**src/rtl/layer_compositor_if.sv**
```systemverilog
// Pixel, configuration and result signals shared between the sprite layers,
// the game engine and the layer compositor.
interface layer_compositor_if #(
    parameter int NUM_LAYERS = 4,
    parameter int COLOR_W    = 12
);
    localparam int IW = $clog2(NUM_LAYERS);

    logic                            video_on;
    logic                            frame_start;
    logic [NUM_LAYERS-1:0]           layer_on;
    logic [NUM_LAYERS*COLOR_W-1:0]   layer_color;
    logic                            prio_wr;
    logic [IW-1:0]                   prio_slot;
    logic [IW-1:0]                   prio_layer;
    logic [NUM_LAYERS-1:0]           layer_en_shadow;
    logic                            collide_clr;
    logic [COLOR_W-1:0]              rgb;
    logic                            rgb_valid;
    logic [NUM_LAYERS*NUM_LAYERS-1:0] frame_collision;
    logic                            collision_irq;

    modport master (
        output video_on, frame_start, layer_on, layer_color,
               prio_wr, prio_slot, prio_layer, layer_en_shadow, collide_clr,
        input  rgb, rgb_valid, frame_collision, collision_irq
    );

    modport slave (
        input  video_on, frame_start, layer_on, layer_color,
               prio_wr, prio_slot, prio_layer, layer_en_shadow, collide_clr,
        output rgb, rgb_valid, frame_collision, collision_irq
    );
endinterface

```
**src/rtl/layer_compositor.sv**
```systemverilog
// Registered N-layer pixel mixer with frame-synchronous priority/enable tables
// and per-frame pairwise layer-overlap accumulation.
module layer_compositor #(
    parameter int                 NUM_LAYERS = 4,
    parameter int                 COLOR_W    = 12,
    parameter logic [COLOR_W-1:0] BG_COLOR   = 12'h000
) (
    input  logic               vga_clk,
    input  logic               clrn,
    layer_compositor_if.slave  bus
);
    localparam int IW = $clog2(NUM_LAYERS);
    localparam int NN = NUM_LAYERS * NUM_LAYERS;

    typedef logic [IW-1:0] idx_t;

    idx_t                          shadow_prio [NUM_LAYERS];
    idx_t                          active_prio [NUM_LAYERS];
    idx_t                          shadow_next [NUM_LAYERS];
    logic [NUM_LAYERS-1:0]         active_en;
    logic [NUM_LAYERS-1:0]         masked_on;
    logic [NN-1:0]                 hit_now;

    logic [NUM_LAYERS-1:0]         s1_on;
    logic [NUM_LAYERS*COLOR_W-1:0] s1_color;
    logic                          s1_video;
    logic [NN-1:0]                 s1_hit;

    logic [NN-1:0]                 acc;
    logic                          irq_arm;
    logic                          sel_found;
    logic [COLOR_W-1:0]            sel_color;

    // A write in the frame_start cycle must reach the active table too, so both
    // tables load from this merged view.
    always_comb begin
        shadow_next = shadow_prio;
        if (bus.prio_wr && (int'(bus.prio_slot) < NUM_LAYERS)) begin
            shadow_next[bus.prio_slot] = bus.prio_layer;
        end
    end

    assign masked_on = bus.layer_on & active_en;

    always_comb begin
        hit_now = '0;
        for (int i = 0; i < NUM_LAYERS; i++) begin
            for (int j = i + 1; j < NUM_LAYERS; j++) begin
                hit_now[i*NUM_LAYERS + j] = bus.video_on & masked_on[i] & masked_on[j];
            end
        end
    end

    // Layers missing from the table (or out-of-range entries) are simply never picked.
    always_comb begin
        sel_found = 1'b0;
        sel_color = BG_COLOR;
        for (int s = 0; s < NUM_LAYERS; s++) begin
            if (!sel_found && (int'(active_prio[s]) < NUM_LAYERS)) begin
                if (s1_on[active_prio[s]]) begin
                    sel_found = 1'b1;
                    sel_color = s1_color[int'(active_prio[s])*COLOR_W +: COLOR_W];
                end
            end
        end
    end

    always_ff @(posedge vga_clk or negedge clrn) begin
        if (!clrn) begin
            for (int s = 0; s < NUM_LAYERS; s++) begin
                shadow_prio[s] <= idx_t'(s);
                active_prio[s] <= idx_t'(s);
            end
            active_en <= '1;
        end else begin
            shadow_prio <= shadow_next;
            if (bus.frame_start) begin
                active_prio <= shadow_next;
                active_en   <= bus.layer_en_shadow;
            end
        end
    end

    always_ff @(posedge vga_clk or negedge clrn) begin
        if (!clrn) begin
            s1_on         <= '0;
            s1_color      <= '0;
            s1_video      <= 1'b0;
            s1_hit        <= '0;
            bus.rgb       <= '0;
            bus.rgb_valid <= 1'b0;
        end else begin
            s1_on         <= masked_on;
            s1_color      <= bus.layer_color;
            s1_video      <= bus.video_on;
            s1_hit        <= hit_now;
            bus.rgb       <= s1_video ? sel_color : '0;
            bus.rgb_valid <= s1_video;
        end
    end

    // frame_start takes precedence over collide_clr so a fresh frame result is never lost.
    always_ff @(posedge vga_clk or negedge clrn) begin
        if (!clrn) begin
            acc                 <= '0;
            irq_arm             <= 1'b0;
            bus.frame_collision <= '0;
            bus.collision_irq   <= 1'b0;
        end else begin
            bus.collision_irq <= irq_arm;
            if (bus.frame_start) begin
                bus.frame_collision <= acc | s1_hit;
                acc                 <= '0;
                irq_arm             <= |(acc | s1_hit);
            end else begin
                acc     <= acc | s1_hit;
                irq_arm <= 1'b0;
                if (bus.collide_clr) begin
                    bus.frame_collision <= '0;
                end
            end
        end
    end
endmodule

```
**src/flat_wrapper.sv**
```systemverilog
// flat-port wrapper written by rule: the top's interface ports become plain ports
module layer_compositor_flat 
#(
    parameter int                 NUM_LAYERS = 4,
    parameter int                 COLOR_W    = 12,
    parameter logic [COLOR_W-1:0] BG_COLOR   = 12'h000
)
  (vga_clk, clrn, bus_video_on, bus_frame_start, bus_layer_on, bus_layer_color, bus_prio_wr, bus_prio_slot, bus_prio_layer, bus_layer_en_shadow, bus_collide_clr, bus_rgb, bus_rgb_valid, bus_frame_collision, bus_collision_irq);
  layer_compositor_if #(.NUM_LAYERS(NUM_LAYERS), .COLOR_W(COLOR_W)) bus_i ();
  input  logic vga_clk;
  input  logic clrn;
  input wire logic [$bits(bus_i.video_on)-1:0] bus_video_on;
  input wire logic [$bits(bus_i.frame_start)-1:0] bus_frame_start;
  input wire logic [$bits(bus_i.layer_on)-1:0] bus_layer_on;
  input wire logic [$bits(bus_i.layer_color)-1:0] bus_layer_color;
  input wire logic [$bits(bus_i.prio_wr)-1:0] bus_prio_wr;
  input wire logic [$bits(bus_i.prio_slot)-1:0] bus_prio_slot;
  input wire logic [$bits(bus_i.prio_layer)-1:0] bus_prio_layer;
  input wire logic [$bits(bus_i.layer_en_shadow)-1:0] bus_layer_en_shadow;
  input wire logic [$bits(bus_i.collide_clr)-1:0] bus_collide_clr;
  output wire logic [$bits(bus_i.rgb)-1:0] bus_rgb;
  output wire logic [$bits(bus_i.rgb_valid)-1:0] bus_rgb_valid;
  output wire logic [$bits(bus_i.frame_collision)-1:0] bus_frame_collision;
  output wire logic [$bits(bus_i.collision_irq)-1:0] bus_collision_irq;
  assign bus_i.video_on = bus_video_on;
  assign bus_i.frame_start = bus_frame_start;
  assign bus_i.layer_on = bus_layer_on;
  assign bus_i.layer_color = bus_layer_color;
  assign bus_i.prio_wr = bus_prio_wr;
  assign bus_i.prio_slot = bus_prio_slot;
  assign bus_i.prio_layer = bus_prio_layer;
  assign bus_i.layer_en_shadow = bus_layer_en_shadow;
  assign bus_i.collide_clr = bus_collide_clr;
  assign bus_rgb = bus_i.rgb;
  assign bus_rgb_valid = bus_i.rgb_valid;
  assign bus_frame_collision = bus_i.frame_collision;
  assign bus_collision_irq = bus_i.collision_irq;
  layer_compositor #(.NUM_LAYERS(NUM_LAYERS), .COLOR_W(COLOR_W), .BG_COLOR(BG_COLOR)) u_core (.vga_clk(vga_clk), .clrn(clrn), .bus(bus_i));
endmodule
```
**config.mk**
```make
export PLATFORM = sky130hd
export DESIGN_NAME = layer_compositor_flat
export DESIGN_NICKNAME = d
export VERILOG_FILES = /design/src/rtl/layer_compositor_if.sv /design/src/rtl/layer_compositor.sv /design/src/flat_wrapper.sv
export SDC_FILE = /design/constraint.sdc
export NUM_CORES = 1
export LEC_CHECK = 0
export CAP_MARGIN = 20
export CELL_PAD_IN_SITES_DETAIL_PLACEMENT = 1
export CELL_PAD_IN_SITES_GLOBAL_PLACEMENT = 1
export CORE_ASPECT_RATIO = 1.1
export CORE_MARGIN = 2
export CORE_UTILIZATION = 45
export CTS_BUF_LIST = sky130_fd_sc_hd__clkbuf_4 sky130_fd_sc_hd__clkbuf_8
export CTS_CLUSTER_SIZE = 10
export DETAILED_ROUTE_END_ITERATION = 12
export PLACE_DENSITY = 0.93
export SYNTH_ARGS = -nofsm -noshare
export SYNTH_HDL_FRONTEND = slang
export SYNTH_SLANG_ARGS = --single-unit
export TNS_END_PERCENT = 5
```
**constraint.sdc**
```tcl
create_clock -name vga_clk -period 4.46 [get_ports vga_clk]
set_clock_uncertainty 0.1 [all_clocks]
set_input_delay 0.892 -clock vga_clk [delete_from_list [all_inputs] [get_ports vga_clk]]
set_output_delay 0.892 -clock vga_clk [all_outputs]
set_load 0.02 [all_outputs]
```
==> results of run 1 <==
==> registers in the layout, summed over array words and instances (netlist names), 4 cells and up <==
name,cells
u_core.bus.frame_collision,6
u_core.active_prio,8
u_core.acc,6
u_core.active_en,4
u_core.bus.rgb,12
u_core.shadow_prio,8
u_core.s1_on,4
u_core.s1_color,48
u_core.s1_hit,6
==> through the flow <==
step	hold WS, ps	power [uW]	instance area (um^2)	std cells	setup slack, ps
CTS	262	2420	6030	578	1320
global route	275	2520	6050	579	1120
finish	261	2390	6050	579	1280
floorplan	231	1580	4950	358	2170
global placement	240	1770	5830	562	1650
detailed placement	237	1810	5830	562	1370
==> layer usage <==
| layer | routed length, um | vias to the layer above | GRT usage (%) | share of wire (%) |
|---|---|---|---|---|
| met1 | 4720 | 1714 | 28.2 | 39 |
| met4 | 211 | 0 | 7.93 | 1.7 |
| met2 | 6570 | 114 | 39.7 | 54 |
| met5 | 0 | - | 0 | 0 |
| li1 | - | 1412 | - | - |
| met3 | 670 | 14 | 4.40 | 5.5 |
==> worst paths after layout <==
kind / from / end / slack [ps] / cells after the start
setup / recovery: u_core.active_prio[4] / u_core.bus.rgb[4] / 1280 / 4
hold / removal: u_core.irq_arm / u_core.bus.collision_irq / 260 / 0
setup reg to reg: u_core.active_prio[4] / u_core.bus.rgb[4] / 1280 / 4
hold reg to reg: u_core.irq_arm / u_core.bus.collision_irq / 260 / 0
max in group asynchronous: clrn / u_core.active_en[3] / 3340 / 2
min in group asynchronous: clrn / u_core.s1_color[46] / 290 / 1
==> worst reg2reg max path, delay by kind of cell, from the launching register on <==
family	cells	cell delay (ps)
compound gates	2	420
flops	1	870
mux	1	790
simple gates	1	930
==> cell type report <==
class / count / area, um^2 / share of cell area, %
clock inverters: 7 / 73.8 / 1.22
multi-input cells: 211 / 2060 / 34.1
flip-flops and latches: 106 / 2670 / 44.1
well taps: 147 / 184 / 3.04
inverters: 9 / 33.8 / 0.558
repair buffers: 90 / 906 / 15.0
clock buffers: 9 / 124 / 2.05
==> cells in the final DEF, fill, tap and decap left out, types with 3 or more instances in the layout <==
cell type / count
sky130_fd_sc_hd__dfrtp_1: 94
sky130_fd_sc_hd__clkdlybuf4s50_1: 84
sky130_fd_sc_hd__mux4_2: 49
sky130_fd_sc_hd__nor2_1: 41
sky130_fd_sc_hd__nand2_1: 27
sky130_fd_sc_hd__o21ai_0: 14
sky130_fd_sc_hd__a21oi_1: 13
sky130_fd_sc_hd__mux2_2: 12
sky130_fd_sc_hd__dfstp_2: 12
sky130_fd_sc_hd__conb_1: 10
sky130_fd_sc_hd__inv_1: 9
sky130_fd_sc_hd__clkbuf_8: 9
sky130_fd_sc_hd__nand3b_1: 8
sky130_fd_sc_hd__a21o_1: 7
sky130_fd_sc_hd__a22oi_1: 6
sky130_fd_sc_hd__o21a_1: 5
sky130_fd_sc_hd__buf_4: 5
sky130_fd_sc_hd__o21ai_2: 4
sky130_fd_sc_hd__mux4_1: 3
sky130_fd_sc_hd__inv_6: 3
==> where the power goes <==
part	internal (uW)	switching [uW]	total (uW)	leakage, uW
clock network	264	331	594	0.000100
registers	1060	118	1180	0.00129
logic	349	266	615	0.00109
==> logic make-up after synthesis <==
| logic type | synth area share, % |
|---|---|
| flip-flops | 54.3 |
| other | 0.0763 |
| AND/OR/NAND/NOR | 8.05 |
| multiplexers | 26.8 |
| AO/OA/AOI/OAI | 6.39 |
| buffers and inverters | 4.38 |
==> flow_summary.html, run 1 <==
<table>
<tr><th>Metric</th><th>Value</th></tr>
<tr><th colspan="2">Outcome</th></tr>
<tr><td>Run status</td><td>completed</td></tr>
<tr><th colspan="2">Timing</th></tr>
<tr><td>Transition time of the tightest slew-check pin</td><td>1050 ps</td></tr>
<tr><td>Max Freq</td><td>0.315 GHz</td></tr>
<tr><td>Max-Slew Margin vs Limit</td><td>30.0%</td></tr>
<tr><td>Total setup violations reported at the end of the flow</td><td>0</td></tr>
<tr><td>Min Tclk post-route</td><td>3180 ps</td></tr>
<tr><td>Setup repair after global routing missed its margin</td><td>false</td></tr>
<tr><td>Final hold violations</td><td>0</td></tr>
<tr><td>Post-route fraction of the period consumed by the critical path</td><td>71.3%</td></tr>
<tr><td>Setup TNS</td><td>0 ps</td></tr>
<tr><td>Final count of pins violating max slew</td><td>0</td></tr>
<tr><th colspan="2">CTS</th></tr>
<tr><td>Post-CTS Repair Setup Buffers</td><td>0</td></tr>
<tr><td>Post-cts hold buffer count</td><td>0</td></tr>
<tr><td>Root buf cell</td><td>sky130_fd_sc_hd__clkbuf_8</td></tr>
<tr><td>CTS H-Tree Depth</td><td>3</td></tr>
<tr><td>Worst skew pair latency</td><td>370 ps</td></tr>
<tr><td>Clock-pin slew on the worst setup and hold paths</td><td>100 ps</td></tr>
<tr><td>Number of sinks handled by clock tree synthesis</td><td>106</td></tr>
<tr><td>Clock tree from TritonCTS</td><td>built</td></tr>
<tr><td>Max Buffers Root-to-Sink</td><td>2</td></tr>
<tr><td>Number of buffers created by CTS</td><td>9</td></tr>
<tr><td>Post-cts sizing count</td><td>0</td></tr>
<tr><th colspan="2">Setup path</th></tr>
<tr><td>Worst EP required</td><td>4660 ps</td></tr>
<tr><td>Crit-path cells</td><td>mux4_2 -&gt; nor3b_1 -&gt; a22oi_1 -&gt; a21oi_1</td></tr>
<tr><td>Data arrival time of the critical path</td><td>3380 ps</td></tr>
<tr><td>Category of cells accounting for the largest share of critical-path delay</td><td>simple AND/OR/NAND/NOR gates</td></tr>
<tr><td>Highest-delay cell along the critical path</td><td>sky130_fd_sc_hd__nor3b_1</td></tr>
<tr><td>Delay contributed by the slowest stage of the critical path</td><td>920 ps</td></tr>
<tr><td>WS Path Type</td><td>reg -&gt; reg</td></tr>
<tr><td>Worst setup SP type</td><td>register</td></tr>
<tr><td>CP Max Fanout</td><td>21</td></tr>
<tr><td>Buffering stage count on the worst path with inverters included</td><td>0</td></tr>
<tr><td>Critical path capture point type</td><td>register</td></tr>
<tr><th colspan="2">Detailed routing</th></tr>
<tr><td>Post-DR wirelength/cell</td><td>21.0 um</td></tr>
<tr><td>Routed wire length</td><td>12200 um</td></tr>
<tr><td>Post-route DRC</td><td>0</td></tr>
<tr><td>Number of optimization iterations in the first detailed-route pass</td><td>4</td></tr>
<tr><td>Drt initial violations</td><td>179</td></tr>
<tr><td>Average via count per standard cell</td><td>5.62</td></tr>
<tr><td>Total via count after detailed routing</td><td>3254</td></tr>
<tr><td>Number of routed nets with antenna violations</td><td>0</td></tr>
<tr><th colspan="2">GRT</th></tr>
<tr><td>Total grt overflow</td><td>0</td></tr>
<tr><td>Maximum number of pins on one net before global-route repair</td><td>88</td></tr>
<tr><td>Wire length of the first global-routing pass</td><td>20200 um</td></tr>
<tr><td>Number of antenna violations at the first check in global routing</td><td>0</td></tr>
<tr><td>Total global routing track utilization</td><td>22.5%</td></tr>
<tr><td>Via count of the first global-routing pass</td><td>3697</td></tr>
<tr><th colspan="2">Synth</th></tr>
<tr><td>List of most frequent post-synthesis cells</td><td>sky130_fd_sc_hd__dfrtp_1, sky130_fd_sc_hd__mux4_2, sky130_fd_sc_hd__nor2_1, sky130_fd_sc_hd__nand2_1, sky130_fd_sc_hd__o21ai_0</td></tr>
<tr><td>Yosys cell types</td><td>28</td></tr>
<tr><td>Mean Syn Cell Area</td><td>14.1 um^2</td></tr>
<tr><td>Syn. warnings</td><td>0</td></tr>
<tr><td>Share of the yosys chip area belonging to registers</td><td>54.3%</td></tr>
<tr><td>Cell count after synthesis</td><td>349</td></tr>
<tr><td>Leading cell type by number of instances after synthesis</td><td>sky130_fd_sc_hd__dfrtp_1</td></tr>
<tr><td>Top cell type's share of synthesized area</td><td>47.9%</td></tr>
<tr><td>Cell type with the highest aggregate area in the netlist</td><td>sky130_fd_sc_hd__dfrtp_1</td></tr>
<tr><td>Dominant synthesized flop cell</td><td>sky130_fd_sc_hd__dfrtp_1</td></tr>
<tr><td>Number of enable-type register cells in the synthesized netlist</td><td>0</td></tr>
<tr><td>Synthesized cell area</td><td>4910 um^2</td></tr>
<tr><td>Synthesized flop and latch total</td><td>106</td></tr>
<tr><td>Share of synthesized registers carrying an async set or reset</td><td>100%</td></tr>
<tr><td>Dominant cells by area after synthesis</td><td>sky130_fd_sc_hd__dfrtp_1, sky130_fd_sc_hd__mux4_2, sky130_fd_sc_hd__dfstp_2</td></tr>
<tr><th colspan="2">Floorplan</th></tr>
<tr><td>Die extent in x</td><td>104 um</td></tr>
<tr><td>Die outline area</td><td>11800 um^2</td></tr>
<tr><td>Effective utilization at floorplan</td><td>45.7%</td></tr>
<tr><td>Num rows</td><td>40</td></tr>
<tr><td>Height of the chip</td><td>114 um</td></tr>
<tr><td>Core Footprint</td><td>10800 um^2</td></tr>
<tr><td>Top-level I/O count</td><td>96</td></tr>
<tr><th colspan="2">Placed design</th></tr>
<tr><td>Routability-driven placement congestion ratio</td><td>0.813</td></tr>
<tr><td>DPL Wire Length</td><td>8680 um</td></tr>
<tr><td>Buffers added on ports</td><td>85</td></tr>
<tr><th colspan="2">Power and ir drop</th></tr>
<tr><td>Leakage power figure</td><td>0.00248 uW</td></tr>
<tr><td>Peak supply drop</td><td>0.168 mV</td></tr>
<tr><td>Power Density</td><td>394 nW/um^2</td></tr>
<tr><th colspan="2">Final layout</th></tr>
<tr><td>Layout fillers</td><td>1087</td></tr>
<tr><td>Synthesis-to-finish area growth</td><td>23.2%</td></tr>
<tr><td>Antenna diodes</td><td>0</td></tr>
<tr><td>Fraction of the core area covered by cells at the end of the flow</td><td>56.3%</td></tr>
<tr><td>Layout cell share with drive strength beyond 1</td><td>23.1%</td></tr>
<tr><td>Number of nets in the finished design</td><td>493</td></tr>
<tr><th colspan="2">Run</th></tr>
<tr><td>Max Cap Violations</td><td>0</td></tr>
<tr><th colspan="2">Hold path</th></tr>
<tr><td>Worst min-delay path class</td><td>reg -&gt; reg</td></tr>
</table>
Note: power is estimated with default switching activity, not from simulation.
==> run 2: changes to the inputs <==
--- a/config.mk
+++ b/config.mk
@@ -10,11 +10,11 @@
 export CELL_PAD_IN_SITES_GLOBAL_PLACEMENT = 1
 export CORE_ASPECT_RATIO = 1.1
 export CORE_MARGIN = 2
-export CORE_UTILIZATION = 45
+export CORE_UTILIZATION = 44
 export CTS_BUF_LIST = sky130_fd_sc_hd__clkbuf_4 sky130_fd_sc_hd__clkbuf_8
 export CTS_CLUSTER_SIZE = 10
 export DETAILED_ROUTE_END_ITERATION = 12
-export PLACE_DENSITY = 0.93
+export PLACE_DENSITY = 0.92
 export SYNTH_ARGS = -nofsm -noshare
 export SYNTH_HDL_FRONTEND = slang
 export SYNTH_SLANG_ARGS = --single-unit
==> constraint.sdc (replaced) <==
create_clock -name vga_clk -period 2.99 [get_ports vga_clk]
set_clock_uncertainty 0.1 [all_clocks]
set_input_delay 0.598 -clock vga_clk [delete_from_list [all_inputs] [get_ports vga_clk]]
set_output_delay 0.598 -clock vga_clk [all_outputs]
set_load 0.02 [all_outputs]
==> run 2 against run 1 <==
- design area increased by 0.87%
- flip-flop and latch count did not move
- non-clock buffer count rose by 7
- sequential share of layout area down 0.38 points
- total power up 52%
- critical endpoint is now u_core.bus.rgb[5]
- largest cell class unchanged
- largest power group unchanged
- highest routed layer unchanged
==> flow_summary.html, run 2 (synthesized netlist as in run 1, its figures left out) <==
<table>
<tr><th>Metric</th><th>Value</th></tr>
<tr><th colspan="2">Setup path</th></tr>
<tr><td>Worst setup path start</td><td>u_core.active_prio[4]</td></tr>
<tr><td>Worst EP required</td><td>3160 ps</td></tr>
<tr><td>Worst setup slack for register-to-register paths</td><td>410 ps</td></tr>
<tr><td>Critical path capture point type</td><td>register</td></tr>
<tr><td>Endpoint of the most critical setup path</td><td>u_core.bus.rgb[5]</td></tr>
<tr><td>Worst setup SP type</td><td>register</td></tr>
<tr><td>CP Max Fanout</td><td>21</td></tr>
<tr><td>WS Path Type</td><td>reg -&gt; reg</td></tr>
<tr><td>Cell count of the worst reg-to-reg path</td><td>4</td></tr>
<tr><td>Data arrival time of the critical path</td><td>2750 ps</td></tr>
<tr><td>Capturing point of the worst reg2reg path</td><td>u_core.bus.rgb[5]</td></tr>
<tr><td>Startpoint of the worst-slack reg-to-reg timing path</td><td>u_core.active_prio[4]</td></tr>
<tr><th colspan="2">CTS</th></tr>
<tr><td>CTS H-Tree Depth</td><td>3</td></tr>
<tr><td>Worst skew pair latency</td><td>380 ps</td></tr>
<tr><td>Post-cts hold buffer count</td><td>0</td></tr>
<tr><td>Clock-pin slew on the worst setup and hold paths</td><td>110 ps</td></tr>
<tr><td>Max Buffers Root-to-Sink</td><td>2</td></tr>
<tr><td>Clock tree from TritonCTS</td><td>built</td></tr>
<tr><td>Post-cts sizing count</td><td>0</td></tr>
<tr><td>Post-CTS Repair Setup Buffers</td><td>0</td></tr>
<tr><td>Number of sinks handled by clock tree synthesis</td><td>106</td></tr>
<tr><td>Root buf cell</td><td>sky130_fd_sc_hd__clkbuf_8</td></tr>
<tr><td>Number of buffers created by CTS</td><td>9</td></tr>
<tr><th colspan="2">Final layout</th></tr>
<tr><td>Post-route insts no fill</td><td>586</td></tr>
<tr><td>Most frequent cells in the layout</td><td>sky130_fd_sc_hd__dfrtp_1, sky130_fd_sc_hd__clkdlybuf4s50_1, sky130_fd_sc_hd__mux4_2, sky130_fd_sc_hd__nor2_1, sky130_fd_sc_hd__nand2_1</td></tr>
<tr><td>Synthesis-to-finish area growth</td><td>24.3%</td></tr>
<tr><td>Final Cell Area</td><td>6110 um^2</td></tr>
<tr><td>Largest registers</td><td>u_core.s1_color (48), u_core.bus.rgb (12)</td></tr>
<tr><td>Number of flip-flops in the largest register</td><td>48</td></tr>
<tr><td>Top register by number of flip-flops</td><td>u_core.s1_color</td></tr>
<tr><td>Antenna diodes</td><td>0</td></tr>
<tr><td>Most common library cell in the layout ignoring fill and taps</td><td>sky130_fd_sc_hd__dfrtp_1</td></tr>
<tr><td>Number of nets in the finished design</td><td>500</td></tr>
<tr><td>Layout fillers</td><td>1108</td></tr>
<tr><td>Layout cell share with drive strength beyond 1</td><td>24.4%</td></tr>
<tr><th colspan="2">Detailed routing</th></tr>
<tr><td>Total via count after detailed routing</td><td>3333</td></tr>
<tr><td>Post-DR wirelength/cell</td><td>21.8 um</td></tr>
<tr><td>Average via count per standard cell</td><td>5.69</td></tr>
<tr><td>Number of routed nets with antenna violations</td><td>0</td></tr>
<tr><td>Routed wire length</td><td>12800 um</td></tr>
<tr><td>Drt initial violations</td><td>195</td></tr>
<tr><td>Number of optimization iterations in the first detailed-route pass</td><td>4</td></tr>
<tr><td>Post-route DRC</td><td>0</td></tr>
<tr><th colspan="2">GRT</th></tr>
<tr><td>Maximum number of pins on one net before global-route repair</td><td>55</td></tr>
<tr><td>Number of antenna violations at the first check in global routing</td><td>0</td></tr>
<tr><td>Total global routing track utilization</td><td>22.6%</td></tr>
<tr><td>Wire length of the first global-routing pass</td><td>20200 um</td></tr>
<tr><td>Total grt overflow</td><td>0</td></tr>
<tr><td>Via count of the first global-routing pass</td><td>3762</td></tr>
<tr><th colspan="2">Hold path</th></tr>
<tr><td>Worst min-delay path class</td><td>in -&gt; async</td></tr>
<tr><th colspan="2">Timing</th></tr>
<tr><td>Setup TNS</td><td>0 ps</td></tr>
<tr><td>Final worst slack</td><td>405 ps</td></tr>
<tr><td>Max-Slew Margin vs Limit</td><td>55.2%</td></tr>
<tr><td>Final hold violations</td><td>0</td></tr>
<tr><td>Max Freq</td><td>0.387 GHz</td></tr>
<tr><td>Min Tclk post-route</td><td>2580 ps</td></tr>
<tr><td>Final count of pins violating max slew</td><td>0</td></tr>
<tr><td>Setup repair after global routing missed its margin</td><td>false</td></tr>
<tr><td>Total setup violations reported at the end of the flow</td><td>0</td></tr>
<tr><td>Post-route fraction of the period consumed by the critical path</td><td>86.5%</td></tr>
<tr><td>Transition time of the tightest slew-check pin</td><td>672 ps</td></tr>
<tr><th colspan="2">Placed design</th></tr>
<tr><td>DP Area</td><td>5900 um^2</td></tr>
<tr><td>DPL Wire Length</td><td>9280 um</td></tr>
<tr><td>Worst setup slack after placement</td><td>486 ps</td></tr>
<tr><td>Routability-driven placement congestion ratio</td><td>0.814</td></tr>
<tr><td>Cell total after placement</td><td>570</td></tr>
<tr><td>Buffers added on ports</td><td>85</td></tr>
<tr><th colspan="2">Floorplan</th></tr>
<tr><td>Num rows</td><td>40</td></tr>
<tr><td>Die extent in x</td><td>105 um</td></tr>
<tr><td>Die outline area</td><td>12000 um^2</td></tr>
<tr><td>Top-level I/O count</td><td>96</td></tr>
<tr><td>Height of the chip</td><td>115 um</td></tr>
<tr><td>Core Footprint</td><td>10900 um^2</td></tr>
<tr><td>Effective utilization at floorplan</td><td>45.0%</td></tr>
<tr><th colspan="2">Power and ir drop</th></tr>
<tr><td>Leakage power figure</td><td>0.00251 uW</td></tr>
<tr><td>Power Density</td><td>594 nW/um^2</td></tr>
<tr><td>Peak supply drop</td><td>0.294 mV</td></tr>
<tr><th colspan="2">Outcome</th></tr>
<tr><td>Run status</td><td>completed</td></tr>
<tr><th colspan="2">Run</th></tr>
<tr><td>Max Cap Violations</td><td>0</td></tr>
</table>
[run 2: metrics by stage]
stage / total power (uW) / hold WS [ps] / util, %
floorplan: 2350 / 202 / -
global placement: 2670 / 238 / 54.1
detailed placement: 2740 / 236 / 54.1
CTS: 3660 / 158 / 56.0
global route: 3790 / 180 / 56.0
finish: 3630 / 146 / 56.0
[run 2: report_power, final]
| part | switching (uW) | internal (uW) |
|---|---|---|
| clock | 510 | 408 |
| sequential | 113 | 1580 |
| combinational | 474 | 539 |
[run 2: how the worst min path moves through the flow]
stage,endpoint
CTS,u_core.acc[6]
floorplan,u_core.acc[11]
detailed placement,u_core.bus.collision_irq
finish,u_core.acc[6]
global route,u_core.acc[6]
global placement,u_core.bus.collision_irq
[run 2: critical path: stages, from the launching register on]
cell	delay (ps)
sky130_fd_sc_hd__dfstp_2	560
sky130_fd_sc_hd__mux4_2	700
sky130_fd_sc_hd__or4b_4	730
sky130_fd_sc_hd__o21ai_0	290
sky130_fd_sc_hd__a21oi_1	80
[run 2: cell type report]
type	count	area [um^2]	share of cell area (%)
sequential	106	2670	43.7
multi-input combinational	211	2060	33.8
timing repair buffer	97	951	15.6
tap	147	184	3.01
clock buffer	10	131	2.15
clock inverter	6	73.8	1.21
inverter	9	33.8	0.553
[run 2: layer usage]
| metal | vias to the layer above | track usage, % | share of wire, % |
|---|---|---|---|
| li1 | 1426 | - | - |
| met1 | 1755 | 25.9 | 38 |
| met2 | 121 | 41.7 | 55 |
| met3 | 31 | 4.59 | 4.7 |
| met4 | 0 | 8.98 | 2.3 |
| met5 | - | 0 | 0 |
==> run 3: changes to the inputs <==
--- a/config.mk
+++ b/config.mk
@@ -14,6 +14,7 @@
 export CTS_BUF_LIST = sky130_fd_sc_hd__clkbuf_4 sky130_fd_sc_hd__clkbuf_8
 export CTS_CLUSTER_SIZE = 10
 export DETAILED_ROUTE_END_ITERATION = 12
+export HOLD_SLACK_MARGIN = 0.06
 export PLACE_DENSITY = 0.92
 export SYNTH_ARGS = -nofsm -noshare
 export SYNTH_HDL_FRONTEND = slang
==> results of run 3 <==
Same layout as run 2: the final DEF is identical, and so are final timing and power.
